<file path="src/rtl/seg7_ctrl_pkg.sv">
// Shared definitions for the 8-digit seven-segment controller:
// digit count, segment bit positions and the active-low hex glyph table.
package seg7_ctrl_pkg;

    localparam int unsigned SEG_DIGITS = 8;
    localparam int unsigned IDX_W      = $clog2(SEG_DIGITS);

    // Segment bus ordering is {dp,g,f,e,d,c,b,a}
    localparam int unsigned SEG_A  = 0;
    localparam int unsigned SEG_G  = 6;
    localparam int unsigned SEG_DP = 7;

    // Active-low {g,f,e,d,c,b,a} patterns for 0-F
    localparam logic [6:0] SEG_GLYPH [16] = '{
        7'h40, 7'h79, 7'h24, 7'h30,
        7'h19, 7'h12, 7'h02, 7'h78,
        7'h00, 7'h10, 7'h08, 7'h03,
        7'h46, 7'h21, 7'h06, 7'h0E
    };

endpackage

</file>
<file path="src/rtl/seg7_ctrl_hex_to_seg7.sv">
// Combinational hex nibble to active-low seven-segment glyph decoder.
module hex_to_seg7
    import seg7_ctrl_pkg::*;
(
    input  logic [3:0] hex,
    output logic [6:0] seg
);

    assign seg = SEG_GLYPH[hex];

endmodule

</file>
<file path="src/rtl/seg7_ctrl.sv">
// Multiplexed 8-digit seven-segment display controller with CPU write port.
// Optional leading-zero blanking is built when SEG7_LZB_EN is defined.
module seg7_ctrl
    import seg7_ctrl_pkg::*;
#(
    parameter int unsigned REFRESH_DIV = 50000
) (
    input  logic        clock,
    input  logic        reset_n,
    input  logic        seg_write,
    input  logic        seg_addr,
    input  logic [31:0] seg_wdata,
    output logic [7:0]  seg_an,
    output logic [7:0]  seg_ca,
    output logic [31:0] seg_value
);

    localparam int unsigned PW = $clog2(REFRESH_DIV);
    localparam logic [PW-1:0] PRESC_LAST = PW'(REFRESH_DIV - 1);

    logic [PW-1:0]    prescaler;
    logic             tick;
    logic [IDX_W-1:0] idx;
    logic [31:0]      value;
    logic [7:0]       en_mask;
    logic [7:0]       dp_mask;
    logic [3:0]       nibble;
    logic [6:0]       glyph;
    logic             show;
    logic [7:0]       an_next;
    logic [7:0]       ca_next;

    assign tick = (prescaler == PRESC_LAST);

    always_ff @(posedge clock or negedge reset_n) begin
        if (!reset_n) begin
            prescaler <= '0;
            idx       <= '0;
        end else if (tick) begin
            prescaler <= '0;
            idx       <= idx + 1'b1;
        end else begin
            prescaler <= prescaler + 1'b1;
        end
    end

    // Writes never touch the scan timing, so the refresh rate stays fixed
    always_ff @(posedge clock or negedge reset_n) begin
        if (!reset_n) begin
            value   <= '0;
            en_mask <= 8'hFF;
            dp_mask <= 8'h00;
        end else if (seg_write) begin
            if (!seg_addr) begin
                value <= seg_wdata;
            end else begin
                en_mask <= seg_wdata[7:0];
                dp_mask <= seg_wdata[15:8];
            end
        end
    end

    assign nibble = value[{idx, 2'b00} +: 4];

    hex_to_seg7 u_hex_to_seg7 (
        .hex (nibble),
        .seg (glyph)
    );

    always_comb begin
        show = en_mask[idx];
`ifdef SEG7_LZB_EN
        // Digit 0 always shows so a zero value still displays "0"
        if ((idx != '0) && ((value >> {idx, 2'b00}) == 32'h0)) begin
            show = 1'b0;
        end
`endif
        an_next = show ? ~(8'h01 << idx) : 8'hFF;
        ca_next = 8'hFF;
        ca_next[SEG_G:SEG_A] = glyph;
        ca_next[SEG_DP]      = ~dp_mask[idx];
    end

    always_ff @(posedge clock or negedge reset_n) begin
        if (!reset_n) begin
            seg_an <= 8'hFF;
            seg_ca <= 8'hFF;
        end else begin
            seg_an <= an_next;
            seg_ca <= ca_next;
        end
    end

    assign seg_value = value;

endmodule
</file>
<file path="config.mk">
export PLATFORM = sky130hd
export DESIGN_NAME = seg7_ctrl
export DESIGN_NICKNAME = d
export VERILOG_FILES = /design/src/rtl/seg7_ctrl_pkg.sv /design/src/rtl/seg7_ctrl_hex_to_seg7.sv /design/src/rtl/seg7_ctrl.sv
export SDC_FILE = /design/constraint.sdc
export NUM_CORES = 1
export LEC_CHECK = 0
export ABC_AREA = 1
export CAP_MARGIN = 5
export CORE_AREA = 2 2 100 102
export DETAILED_ROUTE_END_ITERATION = 16
export DIE_AREA = 0 0 102 104
export HOLD_SLACK_MARGIN = 0.08
export PLACE_DENSITY = 0.69
export SETUP_SLACK_MARGIN = 0.4
export SLEW_MARGIN = 20
export SYNTH_ARGS = -nofsm -noshare
export SYNTH_HDL_FRONTEND = slang
export SYNTH_HIERARCHICAL = 1
export SYNTH_SLANG_ARGS = --single-unit
</file>
<file path="constraint.sdc">
create_clock -name clock -period 2.4 [get_ports clock]
set_input_delay 0.24 -clock clock [delete_from_list [all_inputs] [get_ports clock]]
set_output_delay 0.24 -clock clock [all_outputs]
set_load 0.005 [all_outputs]
</file>
==> impl_metrics.toml, run 1 <==
[outcome]
status = "finished clean"

[detailed_routing]
ant_nets = 0
wire_per_inst_um = 13.6
firstDrtPassIters = 4
drtIter0Drc = 160
wirelength_mm = 9.53
via_count = 3378
viasPerCell = 4.81
drc = 0

[layout]
drive_above_1_share_pct = 16.9
nets = 614
areaGrowthSynthToFinish_pct = 30.3
n_antenna_cell = 0

[setup_path]
worstSetupPathType = "reg2reg"
path_max_fanout = 10
crit_start = "idx[0]$_DFFE_PN0N_"
start_kind = "register"
crit_required_ns = 2.70
cp.arrival_ns = 2.09
worstReg2RegStart = "idx[0]$_DFFE_PN0N_"
cp-end-kind = "register"

[timing]
fin_crit_sh_pct = 74.6
setup_viol = 0
rsz0062_at_grt = "false"
worst_slew_pin_slew_ns = 0.889
finalCriticalPeriod_ns = 1.79
fin_setup_tns_ns = 0
maxSlewHeadroom_pct = 40.7
fin_ws_ns = 0.608
hold_viol_final = 0
finalClockSkew_ns = 0.0114
fmax_mhz = 558
drv_slew = 0

[synthesis]
syn_area_per_cell_um2 = 8.60
ys_seq_area_share_pct = 51.8
synth-seq-cells = 83
synth_nets = 523
ys_warn_count = 6
synth_cells = 473
ys_types = 28
syn_area_um2 = 4070

[power_and_ir_drop]
internal_power_mw = 2.29
power_frac_seq_pct = 52.3
comb_power_share_pct = 18.9
vdd_drop_max_uv = 292
power_leakage_nw = 2.52
p_switching_mw = 0.900
powerDensity_nw_per_um2 = 602
p_clk_share_pct = 28.8
switching_share_pct = 28.2

[global_routing]
antenna_found_initial = 0
overflow = 0
first_global_vias = 3328
globalRouteTotalUtil_pct = 19.0
grt_max_degree = 71
grt_pass1_wl_mm = 16.1

[place]
dp_slack_ns = 0.277
io_buffers = 83
gp_congestion = 0.848
hpwlAfterDp_mm = 6.85

[floorplan]
die_w_um = 102
core-area_um2 = 9550
io_pins = 84
die_h_um = 104
initial_core_util_pct = 42.6
fp-row-count = 36
dieArea_um2 = 10600

[cts]
root_buffer = "clkbuf_8"
clkSinkCount = 83
cts_buffers = 9
htree_levels = 3
path_clk_slew_ns = 0.09
cts_tree = "built"
worstSkewPairLatency_ns = 0.36
cts_buffer_depth = 2

[min_path]
min_from = "seg_wdata[0]"
hold_class = "in2reg"

[flow_run]
drv_cap = 0
-- stage by stage --
| step | utilization (%) | area [um^2] | hold WS [ns] | power, mW | instances |
|---|---|---|---|---|---|
| 2_1_floorplan | - | 4070 | -0.0556 | 1.91 | 473 |
| 3_3_place_gp | 52.3 | 5000 | 0.414 | 2.28 | 677 |
| 3_5_place_dp | 52.3 | 5000 | 0.424 | 2.29 | 677 |
| 4_1_cts | 54.7 | 5220 | 0.409 | 3.21 | 698 |
| 5_1_grt | 55.5 | 5300 | 0.416 | 3.36 | 702 |
| 6_report | 55.5 | 5300 | 0.414 | 3.19 | 702 |
-- placed cells by master, fill, tap and decap left out, types with 6 or more instances in the layout --
cell / synthesis / layout
buf_4: 3 / 13
clkbuf_8: 0 / 9
clkdlybuf4s50_1: 0 / 82
dfrtp_1: 59 / 57
dfstp_2: 24 / 24
ha_1: 14 / 13
inv_1: 43 / 41
mux2_2: 16 / 16
nand2_1: 139 / 136
nand2_2: 4 / 7
nand3_1: 19 / 19
nor2_1: 44 / 44
o21ai_0: 53 / 53
o21ai_1: 8 / 8
xor2_1: 6 / 6
-- power groups by stage --
stage	Combinational, mW	Sequential [mW]	Clock (mW)
2_1_floorplan	0.241	1.67	0
3_3_place_gp	0.583	1.70	0
3_5_place_dp	0.592	1.69	0
4_1_cts	0.597	1.67	0.942
5_1_grt	0.678	1.69	0.997
6_report	0.605	1.67	0.919
-- logic make-up after synthesis --
| kind of cell | count (synthesis) | synth area share (%) |
|---|---|---|
| compound gates | 68 | 8.64 |
| fa+ha+maj | 14 | 4.31 |
| buf+inv | 65 | 7.01 |
| xor+xnor | 7 | 1.51 |
| mux | 16 | 4.43 |
| simple gates | 220 | 22.3 |
| flops | 83 | 51.8 |
-- worst max-delay path: stages (launching register included) --
cell and delay, ns:
dfrtp_2 0.48, buf_12 0.16, nor2_1 0.09, nor2_1 0.04, o21ai_0 0.08, o21ai_0 0.11, nand2_1 0.08, nand2_2 0.10
inv_2 0.12, ha_4 0.21, inv_1 0.05, nand2_1 0.04, nand2_1 0.06, nand2_1 0.04, nand2_1 0.06
-- cell type report --
class                           instances  area [um^2]
Clock buffer                            9          124
Clock inverter                          7         51.3
Fill cell                             881         4250
Inverter                               47          181
Multi-Input combinational cell        325         1700
Sequential cell                        83         2110
Tap cell                              133          166
Timing Repair Buffer                   98          973
-- synth_stat cells --
library cell	instances	area share (%)
nor3_1	2	0.25
nand3_2	1	0.25
nor2b_1	1	0.15
xnor2_1	1	0.22
mux2_2	16	4.4
nand4_1	3	0.46
o21ai_0	53	6.5
dfrtp_1	59	36
buf_4	3	0.55
nand2_1	139	13
nand4_2	1	0.31
o21bai_2	1	0.28
nor2_4	1	0.28
o21bai_1	2	0.37
buf_2	6	0.74
clkbuf_1	6	0.55
nor2_2	5	0.77
nand2_2	4	0.62
inv_2	4	0.37
xor2_1	6	1.3
ha_1	14	4.3
nor2_1	44	4.1
buf_6	3	0.83
dfstp_2	24	16
o21ai_1	8	0.98
a21oi_1	4	0.49
nand3_1	19	2.3
inv_1	43	4.0
-- registers in the layout (all words and copies together), names as in the netlist --
register,cells
dp_mask,8
en_mask,8
idx,3
prescaler,16
seg_an,8
seg_ca,8
seg_value,32
-- path summary, 6_finish.rpt --
check	slack, ns	end	cells after the start
max in group asynchronous	1.07	seg_an[2]$_DFF_PN1_	3
min	0.41	en_mask[0]$_DFFE_PN1P_	3
max	0.61	seg_ca[3]$_DFF_PN1_	14
max reg2reg	0.61	seg_ca[3]$_DFF_PN1_	14
min in group asynchronous	0.56	dp_mask[3]$_DFFE_PN0P_	2
min reg2reg	0.49	prescaler[0]$_DFF_PN0_	1
-- per-layer routing --
layer	GRT usage (%)	part of all wire [%]	routed length [um]
met1	26.5	45	4330
met2	29.5	49	4660
met3	4.37	4.2	397
met4	5.81	1.4	138
met5	0	0	0
-- timing repair --
| item | 4_1_cts | 5_1_grt |
|---|---|---|
| gates resized for setup | 4 | 9 |
| hold endpoints to repair | 59 | 0 |
| setup buffers | 4 | 3 |
| setup endpoints to repair | 4 | 6 |
| pin swaps | 0 | 1 |
| hold buffers | 1 | 0 |
| cloned | 0 | 1 |
(Power assumes the default switching activity.)
==> run 2: changes to the inputs <==
--- a/config.mk
+++ b/config.mk
@@ -11,7 +11,7 @@
 export DETAILED_ROUTE_END_ITERATION = 16
 export DIE_AREA = 0 0 102 104
 export HOLD_SLACK_MARGIN = 0.08
-export PLACE_DENSITY = 0.69
+export PLACE_DENSITY = 0.71
 export SETUP_SLACK_MARGIN = 0.4
 export SLEW_MARGIN = 20
 export SYNTH_ARGS = -nofsm -noshare
==> constraint.sdc (replaced) <==
create_clock -name clock -period 1.5 [get_ports clock]
set_input_delay 0.15 -clock clock [delete_from_list [all_inputs] [get_ports clock]]
set_output_delay 0.15 -clock clock [all_outputs]
set_load 0.005 [all_outputs]
==> run 2 against run 1 <==
Net effect: the flow now finishes with violations (setup timing); critical path type unchanged; global-route usage is 2.2 points higher; combinational power up 120%; register-to-register slack worse by 0.77 ns; non-clock buffer count rose by 60; clock power rose by 93%; power rose by 81%; clock skew decreased by 0.0036 ns; sequential share of layout area is 5.6 points lower; cell count rose by 8.8%; critical path depth unchanged.
==> impl_metrics.toml, run 2 (synthesis results as in run 1) <==
[detailed_routing]
via_count = 3708
viasPerCell = 4.85
wirelength_mm = 11.1
ant_nets = 0
firstDrtPassIters = 5
drc = 0
wire_per_inst_um = 14.5
drtIter0Drc = 173

[layout]
largest_reg_flops = 32
final_cell_mix = "116 x nand2_1, 64 x buf_6, 56 x dfrtp_1, 38 x o21ai_0, 36 x buf_4"
areaGrowthSynthToFinish_pct = 52.0
n_antenna_cell = 0
final_common_cell = "nand2_1"
nets = 676
final_area_um2 = 6180
nFillCells = 771
drive_above_1_share_pct = 41.8

[power_and_ir_drop]
vdd_drop_max_uv = 519
power_mw = 5.79
power_leakage_nw = 2.98
powerDensity_nw_per_um2 = 937

[setup_path]
crit_required_ns = 1.79
start_kind = "register"
worstSetupPathType = "reg2reg"
path_max_fanout = 9
cp.arrival_ns = 1.95
cp-end-kind = "register"

[min_path]
hold_class = "in2async"

[timing]
rsz0062_at_grt = "true"
fin_ws_ns = -0.163
worst_slew_pin_slew_ns = 0.403
maxSlewHeadroom_pct = 73.1
hold_viol_final = 0
finalCriticalPeriod_ns = 1.66
holdWs_ns = 0.257
drv_slew = 0
fmax_mhz = 601
finalClockSkew_ns = 0.00789
fin_crit_sh_pct = 111
setup_viol = 7

[floorplan]
io_pins = 84
die_w_um = 102
fp-row-count = 36
dieArea_um2 = 10600
initial_core_util_pct = 42.6
core-area_um2 = 9550
die_h_um = 104

[cts]
htree_levels = 3
cts_buffers = 9
clkSinkCount = 83
path_clk_slew_ns = 0.09
cts_buffer_depth = 2
root_buffer = "clkbuf_8"
worstSkewPairLatency_ns = 0.36
cts_tree = "built"

[global_routing]
grt_max_degree = 34
overflow = 0
grt_pass1_wl_mm = 17.8
first_global_vias = 3815
antenna_found_initial = 0
globalRouteTotalUtil_pct = 21.2

[place]
gp_congestion = 0.877
hpwlAfterDp_mm = 7.28
io_buffers = 83
placed_area_um2 = 5320

[flow_run]
drv_cap = 0

[outcome]
status = "complete, but fails checks"
violations = "setup timing"
[run 2: path summary, 6_finish.rpt]
path,from,endpoint,slack (ns),depth (start not counted)
max,idx[0]$_DFFE_PN0N_,seg_ca[3]$_DFF_PN1_,-0.16,14
min,reset_n,dp_mask[6]$_DFFE_PN0P_,0.26,2
max reg2reg,idx[0]$_DFFE_PN0N_,seg_ca[3]$_DFF_PN1_,-0.16,14
min reg2reg,dp_mask[7]$_DFFE_PN0P_,dp_mask[7]$_DFFE_PN0P_,0.50,2
max in group asynchronous,reset_n,seg_ca[3]$_DFF_PN1_,0.63,3
min in group clock,seg_wdata[5],en_mask[5]$_DFFE_PN1P_,0.34,3
[run 2: through the flow]
stage	TNS (ns)	util (%)	std cells	setup WS [ns]
6_report	-0.851	64.7	764	-0.163
4_1_cts	-0.648	62.5	760	-0.127
2_1_floorplan	-0.513	-	473	-0.132
3_3_place_gp	-0.598	55.7	705	-0.117
3_5_place_dp	-1.07	55.7	705	-0.184
5_1_grt	-1.60	64.7	764	-0.298
[run 2: final cells by class]
type                            instances  area, um^2  share of cell area (%)
Timing Repair Buffer                  158        1520                    24.5
Clock buffer                           10         128                    2.06
Multi-Input combinational cell        325        1960                    31.7
Clock inverter                          6        90.1                    1.46
Inverter                               47         200                    3.24
Sequential cell                        83        2110                    34.1
Timing Repair inverter                  2        12.5                   0.202
Tap cell                              133         166                    2.69
[run 2: repair_timing]
action / CTS / global route
hold buffers: 1 / 0
setup buffers: 36 / 4
setup endpoints to repair: 81 / 78
hold endpoints to repair: 60 / 0
pin swaps: 17 / 13
gates resized for setup: 295 / 44
gates cloned: 2 / 0
[run 2: where the power goes]
part	internal, mW	switching, mW	total, mW
Clock	0.941	0.833	1.77
Combinational	0.774	0.576	1.35
Sequential	2.51	0.163	2.67
[run 2: worst max-delay path: stages (launching register included)]
cell	delay, ns
dfrtp_1	0.38
buf_6	0.15
nor2_2	0.05
nor2_2	0.10
o21ai_2	0.06
o21ai_1	0.07
nand2_1	0.08
nand2_2	0.13
inv_4	0.08
ha_4	0.27
inv_1	0.04
nand2_1	0.04
nand2_1	0.05
nand2_1	0.05
nand2_1	0.05
[run 2: metal layers]
layer	wire (um)	vias to the layer above	track usage, %	part of all wire (%)
met2	5540	115	34.6	50
met3	522	23	4.64	4.7
met1	4770	1768	27.4	43
met4	250	0	8.10	2.3
met5	0	-	0	0
li1	-	1802	-	-
==> run 3: changes to the inputs <==
--- a/config.mk
+++ b/config.mk
@@ -11,6 +11,7 @@
 export DETAILED_ROUTE_END_ITERATION = 16
 export DIE_AREA = 0 0 102 104
 export HOLD_SLACK_MARGIN = 0.08
+export MAX_ROUTING_LAYER = met4
 export PLACE_DENSITY = 0.71
 export SETUP_SLACK_MARGIN = 0.4
 export SLEW_MARGIN = 20
==> run 3 against run 2 <==
Net effect: the flow still finishes with violations (setup timing); sequential power about the same; clock power about the same; clock-buffer cell count unchanged; wire length down 0.51%; critical path depth unchanged; flip-flop and latch count unchanged; largest cell class unchanged; highest routed layer unchanged.
==> impl_metrics.toml, run 3 (synthesis results as in run 1) <==
[setup_path]
start_kind = "register"
worstSetupPathType = "reg2reg"
cp_num_buf_inv = 3
slowest_stage = "dfrtp_1"
max_stage_delay_ns = 0.38
cpMostUsedCell = "nand2_1"
crit_family = "simple AND/OR/NAND/NOR gates"
worstReg2RegStart = "idx[0]$_DFFE_PN0N_"
crit_required_ns = 1.79
path_max_fanout = 9
cp.arrival_ns = 1.95
r2r_slack_ns = -0.16
cp-end-kind = "register"
ff2ff_path_depth = 14
crit_chain = "buf_6 -> nor2_2 -> nor2_2 -> o21ai_2 -> o21ai_1 -> nand2_1 -> nand2_2 -> inv_4 -> ha_4 -> inv_1 -> nand2_1 -> nand2_1 -> nand2_1 -> nand2_1"
reg2reg_to = "seg_ca[3]$_DFF_PN1_"

[outcome]
status = "complete, but fails checks"
violations = "setup timing"

[timing]
fin_crit_sh_pct = 111
maxSlewHeadroom_pct = 73.3
fin_ws_ns = -0.162
drv_slew = 0
hold_viol_final = 0
finalClockSkew_ns = 0.00866
fmax_mhz = 602
setup_viol = 7
fin_setup_tns_ns = -0.864
finalCriticalPeriod_ns = 1.66
worst_slew_pin_slew_ns = 0.401
rsz0062_at_grt = "true"

[min_path]
hold_class = "in2async"

[place]
dp_slack_ns = -0.184
gp_congestion = 0.891
io_buffers = 83
hpwlAfterDp_mm = 7.28

[global_routing]
antenna_found_initial = 0
grt_pass1_wl_mm = 17.8
grt_max_degree = 34
first_global_vias = 3810
overflow = 0
globalRouteTotalUtil_pct = 21.8

[cts]
htree_levels = 3
root_buffer = "clkbuf_8"
path_clk_slew_ns = 0.09
cts_buffers = 9
cts_buffer_depth = 2
worstSkewPairLatency_ns = 0.36
clkSinkCount = 83
cts_tree = "built"

[floorplan]
core-area_um2 = 9550
initial_core_util_pct = 42.6
dieArea_um2 = 10600
io_pins = 84
fp-row-count = 36
die_w_um = 102
die_h_um = 104

[power_and_ir_drop]
powerDensity_nw_per_um2 = 936
power_leakage_nw = 2.98
p_clk_share_pct = 30.6
power_frac_seq_pct = 46.1
vdd_drop_max_uv = 518
internal_power_mw = 4.22
switching_share_pct = 27.1
p_switching_mw = 1.57
comb_power_share_pct = 23.3

[detailed_routing]
drtIter0Drc = 176
wire_per_inst_um = 14.4
wirelength_mm = 11.0
met2_length_mm = 5.44
viasPerCell = 4.88
highest_layer = "met4"
detail_route.wirelength.met1_mm = 4.68
dr_wl_met3_um = 609
via_count = 3731
ant_nets = 0
firstDrtPassIters = 4
drc = 0

[layout]
final_common_cell = "nand2_1"
largest_reg_flops = 32
final_cell_mix = "116 x nand2_1, 64 x buf_6, 56 x dfrtp_1, 38 x o21ai_0, 36 x buf_4"
areaGrowthSynthToFinish_pct = 52.0
final_core_util_pct = 64.7
nets = 676
n_antenna_cell = 0
drive_above_1_share_pct = 41.8

[flow_run]
drv_cap = 0
run 3: through the flow:
step | hold slack, ns | power [mW] | cell area [um^2] | instances
3_3_place_gp | 0.107 | 3.74 | 5320 | 705
3_5_place_dp | 0.108 | 3.77 | 5320 | 705
2_1_floorplan | -0.146 | 3.08 | 4130 | 473
4_1_cts | 0.258 | 5.73 | 5970 | 760
5_1_grt | 0.290 | 6.05 | 6180 | 764
6_report | 0.258 | 5.79 | 6180 | 764
run 3: what timing repair did:
action	in CTS	in global routing
setup buffers	36	4
pin swaps	17	13
gates resized for setup	295	44
gates cloned	2	0
endpoints found under the hold margin	60	0
endpoints found under the setup margin	81	78
hold buffers	1	0
run 3: cell type report:
type                    instances  area [um^2]
flip-flops and latches         83         2110
well taps                     133          166
multi-input cells             325         1960
clock inverters                 6         90.1
fillers                       771         3370
clock buffers                  10          128
repair inverters                2         12.5
repair buffers                158         1520
inverters                      47          200
run 3: worst max path at each step:
stage	startpoint	depth (start not counted)	endpoint	slack, ns
2_1_floorplan	idx[0]$_DFFE_PN0N_	14	seg_ca[3]$_DFF_PN1_	-0.13
3_3_place_gp	idx[0]$_DFFE_PN0N_	13	seg_ca[3]$_DFF_PN1_	-0.12
3_5_place_dp	idx[0]$_DFFE_PN0N_	12	seg_ca[5]$_DFF_PN1_	-0.18
4_1_cts	idx[0]$_DFFE_PN0N_	12	seg_ca[3]$_DFF_PN1_	-0.13
5_1_grt	idx[0]$_DFFE_PN0N_	14	seg_ca[3]$_DFF_PN1_	-0.30
6_report	idx[0]$_DFFE_PN0N_	14	seg_ca[3]$_DFF_PN1_	-0.16
run 3: worst register-to-register path, stage by stage (launching register included):
cell and delay [ns]:
dfrtp_1 0.38, buf_6 0.15, nor2_2 0.05, nor2_2 0.10
o21ai_2 0.06, o21ai_1 0.07, nand2_1 0.08, nand2_2 0.13
inv_4 0.08, ha_4 0.27, inv_1 0.04, nand2_1 0.04
nand2_1 0.05, nand2_1 0.05, nand2_1 0.05
run 3: power groups by stage:
stage	sequential (mW)	clock (mW)	combinational [mW]
6_report	2.67	1.77	1.35
5_1_grt	2.69	1.88	1.48
3_5_place_dp	2.70	0	1.07
3_3_place_gp	2.70	0	1.04
2_1_floorplan	2.67	0	0.403
4_1_cts	2.65	1.79	1.29
run 3: per-layer routing:
layer,track usage (%),vias to the layer above
li1,-,1802
met1,27.6,1770
met2,34.5,133
met3,4.44,26
met4,8.10,0
met5,-,-
==> RTL edit 1 (flow settings as in run 3) <==
Add a define of `SEG7_LZB_EN`.
--- a/src/rtl/seg7_ctrl.sv
+++ b/src/rtl/seg7_ctrl.sv
@@ -1,5 +1,7 @@
 // Multiplexed 8-digit seven-segment display controller with CPU write port.
 // Optional leading-zero blanking is built when SEG7_LZB_EN is defined.
+`define SEG7_LZB_EN
+
 module seg7_ctrl
     import seg7_ctrl_pkg::*;
 #(
Formal check against the unedited RTL: no difference found for any inputs over 10 cycles, from zero or initial values and one cycle with reset_n low; that may be too few to reach the edited logic, so the function may still have changed.
==> RTL edit 1 against run 3 <==
  * Total power up 7.4%
  * Critical path type unchanged
  * The flow still finishes with violations (setup timing)
  * Sequential share of layout area is 6.2 points lower
  * Clock skew increased by 0.0036 ns
  * Critical path depth is 3 lower
  * Sequential cell count is the same
  * Die area is the same
  * Global-route usage increased by 6.0 points
  * Combinational power increased by 26%
  * Worst setup slack got worse by 0.19 ns
  * Synthesized area up 11%
  * Non-clock buffer count grew 62
  * Cell area is 23% higher
  * Routed wire length up 34%
==> RTL edit 1: results (changes against run 3) <==
OUTCOME
---------------------------------------------------------------------------------
Run status                                                           finished with violations
Failing checks                                                       setup timing

LAYOUT
---------------------------------------------------------------------------------
Fraction of final layout cells with drive strength greater than 1          47.09%   +5.3 points
Number of diodes                                                                0   unchanged
Filler Cell Count                                                             644   -16%
Number of flip-flops under the largest register name                           32   unchanged
Layout Nets                                                                   835   +24%

PLACE
---------------------------------------------------------------------------------
Placed wire-length estimate                                               9365 µm   +29%
Count of buffers from port buffering                                           83   unchanged
RD Place Congestion                                                        0.8740   -1.9%

CTS
---------------------------------------------------------------------------------
Register clock-pin slew on the reported worst setup and hold paths        0.09 ns   about the same
Clock root buffer                                                        clkbuf_8
Deepest clock path buffer count                                                 2   unchanged
Clock latency reported for the late side of the worst-skew pair           0.36 ns   about the same

WORST SETUP PATH
---------------------------------------------------------------------------------
Data arrival time of the worst path                                       2.15 ns   +0.20 ns
Peak fanout along the critical path                                             8   -1

YOSYS
---------------------------------------------------------------------------------
Sequential element share of the synthesized area                           46.64%   -5.2 points
Distinct cell type count of the synthesized netlist                            36   +29%
Syn nets                                                                      626   +20%
Most frequent cells after synthesis                                  nand2_1 (172), inv_1 (69), dfrtp_1 (59)
Yosys warns                                                                     6   unchanged
Biggest area contributors in the synthesized netlist                 dfrtp_1 (33%), nand2_1 (14%), dfstp_2 (14%)
Post-synth ARST share                                                      100.0%   unchanged

GLOBAL ROUTE
---------------------------------------------------------------------------------
Largest net degree at the start of global routing                              84   +150%
Number of global-route vias before repair                                   4,594   +21%
Total routing resource utilization after global routing                    27.81%   +6.0 points
First-pass GRT wire length                                              22,450 µm   +26%
Initial antenna violation count                                                 0   unchanged

ROUTING
---------------------------------------------------------------------------------
First-pass detailed-route iteration total                                       5   +1
Initial drt markers                                                           257   +46%
Via count normalized by instance count                                      5.145   +5.4%
WL per Instance                                                          16.06 µm   +11%

STA
---------------------------------------------------------------------------------
Worst setup margin                                                     -0.3491 ns   -0.1870 ns
Transition time at the pin with the least slew margin                   0.4282 ns   +0.02744 ns
Hold Worst Slack                                                        0.3426 ns   +0.08462 ns
Total negative setup slack                                              -5.303 ns   -4.439 ns
Worst-case clock skew                                                  0.01222 ns   +0.003554 ns
Endpoints failing setup                                                        26   +19

POWER AND IR DROP
---------------------------------------------------------------------------------
Largest vdd supply drop                                                  603.9 µV   +16%
Leakage power figure                                                     3.707 nW   +24%

WORST HOLD PATH
---------------------------------------------------------------------------------
Hold/Removal Path Class                                              input port to register

FLOORPLAN
---------------------------------------------------------------------------------
Floorplan row count                                                            36   unchanged

## RTL edit 1: layout make-up
cell class	count	share of cell area, %
multi-input cells	396	33.71
repair buffers	220	28.71
flip-flops and latches	83	27.95
inverters	73	4.160
well taps	133	2.195
clock buffers	12	1.915
clock inverters	4	1.007
repair inverters	2	0.3632
## RTL edit 1: path summary, 6_finish.rpt
| kind | from | to | depth (start not counted) |
|---|---|---|---|
| max | idx[0] | seg_an[4] | 11 |
| min | seg_wdata[2] | en_mask[2] | 3 |
| max reg2reg | idx[0] | seg_an[4] | 11 |
| min reg2reg | en_mask[3] | en_mask[3] | 2 |
| max in group asynchronous | reset_n | en_mask[4] | 3 |
| min in group asynchronous | reset_n | seg_value[21] | 3 |
## RTL edit 1: metal layers
layer	share of wire, %	global-route usage (%)
met3	7.3	5.175
met4	1.8	8.857
met5	0	-
met1	41	36.28
met2	50	43.80
## RTL edit 1: power breakdown
| part | internal, mW | leakage (nW) | switching, mW |
|---|---|---|---|
| logic | 0.940 | 2.63 | 0.763 |
| registers | 2.50 | 0.970 | 0.185 |
| clock network | 0.989 | 0.107 | 0.836 |
## RTL edit 1: metrics by stage
step | util, % | setup WS, ns | cell area [µm²] | cells
2_1_floorplan | - | -0.1677 | 4653 | 576
3_3_place_gp | 63.97 | -0.3468 | 6108 | 844
3_5_place_dp | 63.97 | -0.3703 | 6108 | 844
4_1_cts | 75.05 | -0.2776 | 7167 | 905
5_1_grt | 79.38 | -0.4485 | 7580 | 923
6_report | 79.38 | -0.3491 | 7580 | 923
## RTL edit 1: cell families after synthesis
group | after synthesis | share of synthesized area (%)
compound gates | 66 | 7.865
flops | 83 | 46.64
xor+xnor | 9 | 1.745
mux | 6 | 1.495
buf+inv | 97 | 9.776
simple gates | 301 | 28.61
fa+ha+maj | 14 | 3.877
## RTL edit 1: critical path, stage by stage, from the launching register on
cell     delay, ns
dfrtp_2       0.47
buf_12        0.18
buf_8         0.14
nand2_1       0.09
nand3_2       0.09
nand3_2       0.09
nand2_2       0.08
nor2_1        0.11
nand2_1       0.07
nor2_2        0.16
nand3_4       0.17
nand3_2       0.12
## RTL edit 1: repair_timing
| item | in CTS | in global routing |
|---|---|---|
| hold buffers | 1 | 0 |
| endpoints found under the hold margin | 59 | 0 |
| buffers inserted | 41 | 18 |
| setup endpoints to repair | 82 | 79 |
| resized for setup | 368 | 71 |
| gates cloned | 3 | 0 |
| pin swaps | 45 | 37 |
==> RTL edit 2 (config.mk and constraints of run 3) <==
Without the edit above. Add an input register stage for `seg_write`, `seg_addr` and `seg_wdata`; this delays them by one clock.
--- a/src/rtl/seg7_ctrl.sv
+++ b/src/rtl/seg7_ctrl.sv
@@ -17,6 +17,16 @@
 
     localparam int unsigned PW = $clog2(REFRESH_DIV);
     localparam logic [PW-1:0] PRESC_LAST = PW'(REFRESH_DIV - 1);
+
+    logic seg_write_q;
+    logic seg_addr_q;
+    logic [31:0] seg_wdata_q;
+
+    always_ff @(posedge clock) begin
+        seg_write_q <= seg_write;
+        seg_addr_q  <= seg_addr;
+        seg_wdata_q <= seg_wdata;
+    end
 
     logic [PW-1:0]    prescaler;
     logic             tick;
@@ -50,12 +60,12 @@
             value   <= '0;
             en_mask <= 8'hFF;
             dp_mask <= 8'h00;
-        end else if (seg_write) begin
-            if (!seg_addr) begin
-                value <= seg_wdata;
+        end else if (seg_write_q) begin
+            if (!seg_addr_q) begin
+                value <= seg_wdata_q;
             end else begin
-                en_mask <= seg_wdata[7:0];
-                dp_mask <= seg_wdata[15:8];
+                en_mask <= seg_wdata_q[7:0];
+                dp_mask <= seg_wdata_q[15:8];
             end
         end
     end
Check against the original RTL: not equivalent (a bounded check fails within 4 cycles, from zero or initial values and one cycle with reset_n low).
==> RTL edit 2 against run 3 <==
  * Synthesized area is 17% higher
  * Critical path depth decreased by 1
  * Sequential cell count increased by 34
  * Routed wire length up 30%
  * Largest power group is now clock
  * The flow still finishes with violations (setup timing)
  * Critical endpoint unchanged
  * Fmax is 7.5% lower
  * Count of clock-buffer cells in the layout increased by 8
  * Total power grew 57%
  * Cell area up 26%
  * Clock power rose by 120%
  * Worst setup slack lost 0.14 ns
==> RTL edit 2: results (changes against run 3) <==
POWER AND IR DROP
---------------------------------------------------------------------------------
Largest vdd supply drop                                                  776.2 µV   +50%
Leakage power figure                                                     3.715 nW   +25%
Switching Share                                                            27.19%   +0.11 points

YOSYS
---------------------------------------------------------------------------------
Distinct cell type count of the synthesized netlist                            33   +18%
Synth Area in Compound Gates                                               7.163%   -1.5 points
Multiplexer area fraction after synthesis                                  3.779%   -0.65 points
Synth Area in Adders                                                       3.674%   -0.63 points
Post-synthesis share of cell area spent on xor and xnor gates              1.469%   -0.038 points
Sequential element share of the synthesized area                           58.46%   +6.7 points
Yosys warns                                                                     6   unchanged
Most frequent cells after synthesis                                  nand2_1 (137), dfrtp_1 (59), o21ai_0 (51)
Biggest area contributors in the synthesized netlist                 dfrtp_1 (31%), dfxtp_1 (14%), dfstp_2 (13%)
Syn nets                                                                      558   +6.7%
Post-synth ARST share                                                      70.94%   -29 points

WORST SETUP PATH
---------------------------------------------------------------------------------
Peak fanout along the critical path                                            19   +10
Critical-path cell with the highest stage delay                           dfrtp_2
Data arrival time of the worst path                                       2.27 ns   +0.32 ns
Cell type group with the largest total delay on the critical path    buffers and inverters
Delay contributed by the slowest stage of the critical path               0.42 ns   +0.04 ns

GLOBAL ROUTE
---------------------------------------------------------------------------------
Met2 layer usage reported by global route                                  45.58%   +11 points
Number of global-route vias before repair                                   4,486   +18%
Largest net degree at the start of global routing                              37   +8.8%
Total routing resource utilization after global routing                    27.26%   +5.4 points
Met3 usage                                                                 7.056%   +2.6 points
Met1 usage in global routing                                               30.38%   +2.8 points
First-pass GRT wire length                                              21,560 µm   +21%

PLACE
---------------------------------------------------------------------------------
Placed wire-length estimate                                               7257 µm   -0.29%
DP Worst Slack                                                         -0.1978 ns   -0.01356 ns
RD Place Congestion                                                        0.9388   +5.3%

CTS
---------------------------------------------------------------------------------
Clock latency reported for the late side of the worst-skew pair           0.53 ns   +0.17 ns
Register clock-pin slew on the reported worst setup and hold paths        0.06 ns   -0.03 ns
Clock buffers created by TritonCTS                                             17   +8
Number of levels in the clock H-tree                                            4   +1

OUTCOME
---------------------------------------------------------------------------------
Failing checks                                                       setup timing
Run status                                                           finished with violations

WORST HOLD PATH
---------------------------------------------------------------------------------
Hold/Removal Path Class                                              input port to register

LAYOUT
---------------------------------------------------------------------------------
Fraction of final layout cells with drive strength greater than 1          43.10%   +1.3 points
Layout Nets                                                                   754   +12%

ROUTING
---------------------------------------------------------------------------------
Total via count in the routed design                                        4,316   +16%
First-pass detailed-route iteration total                                       5   +1
Initial drt markers                                                           319   +81%
WL per Instance                                                          16.91 µm   +17%

STA
---------------------------------------------------------------------------------
Worst setup margin                                                     -0.2977 ns   -0.1356 ns
Total negative setup slack                                              -1.755 ns   -0.8903 ns
Worst-case clock skew                                                 0.009220 ns   +0.0005570 ns
Rel. slew slack                                                            75.11%   +1.8 points
Endpoints failing setup                                                        11   +4

RTL edit 2: per-layer routing:
metal	up-vias	share of wire [%]
met4	0	4.6
met2	178	52
met3	67	5.0
li1	1995	-
met1	2076	38
met5	-	0
RTL edit 2: worst paths after layout:
check	start	end	slack, ns	depth (start not counted)
max	idx[0]	seg_ca[3]	-0.30	13
min	seg_wdata[3]	seg_wdata_q[3]	0.07	1
max reg2reg	idx[0]	seg_ca[3]	-0.30	13
min reg2reg	seg_wdata_q[0]	en_mask[0]	0.45	2
max in group asynchronous	reset_n	en_mask[0]	0.76	3
min in group asynchronous	reset_n	prescaler[11]	0.08	2
RTL edit 2: timing repair:
item	4_1_cts	5_1_grt
gates cloned	4	0
endpoints found under the hold margin	97	5
buffers inserted	46	3
pin swaps	12	16
resized for setup	292	88
setup endpoints to repair	95	112
hold buffers	24	5
RTL edit 2: power groups by stage:
stage / Clock [mW] / Sequential [mW] / Combinational (mW)
floorplan: 0 / 3.65 / 0.402
global placement: 0 / 3.69 / 1.01
detailed placement: 0 / 3.69 / 1.04
CTS: 3.90 / 3.60 / 1.39
global route: 4.06 / 3.65 / 1.67
finish: 3.90 / 3.62 / 1.57
RTL edit 2: metrics by stage:
step,std cells,instance area (µm²),utilization [%],power [mW]
final,850,7774,81.41,9.094
after global routing,850,7774,81.41,9.382
after CTS,842,7415,77.65,8.883
after detailed placement,736,5969,62.51,4.730
after global placement,736,5969,62.51,4.695
after floorplan,508,4832,-,4.057
RTL edit 2: layout make-up:
cell class	count	area (µm²)
inverter	48	221.5
timing repair buffer	195	1852
fill	505	1775
sequential	117	2798
clock inverter	14	143.9
multi-input combinational	325	2165
tap	133	166.4
clock buffer	18	427.9
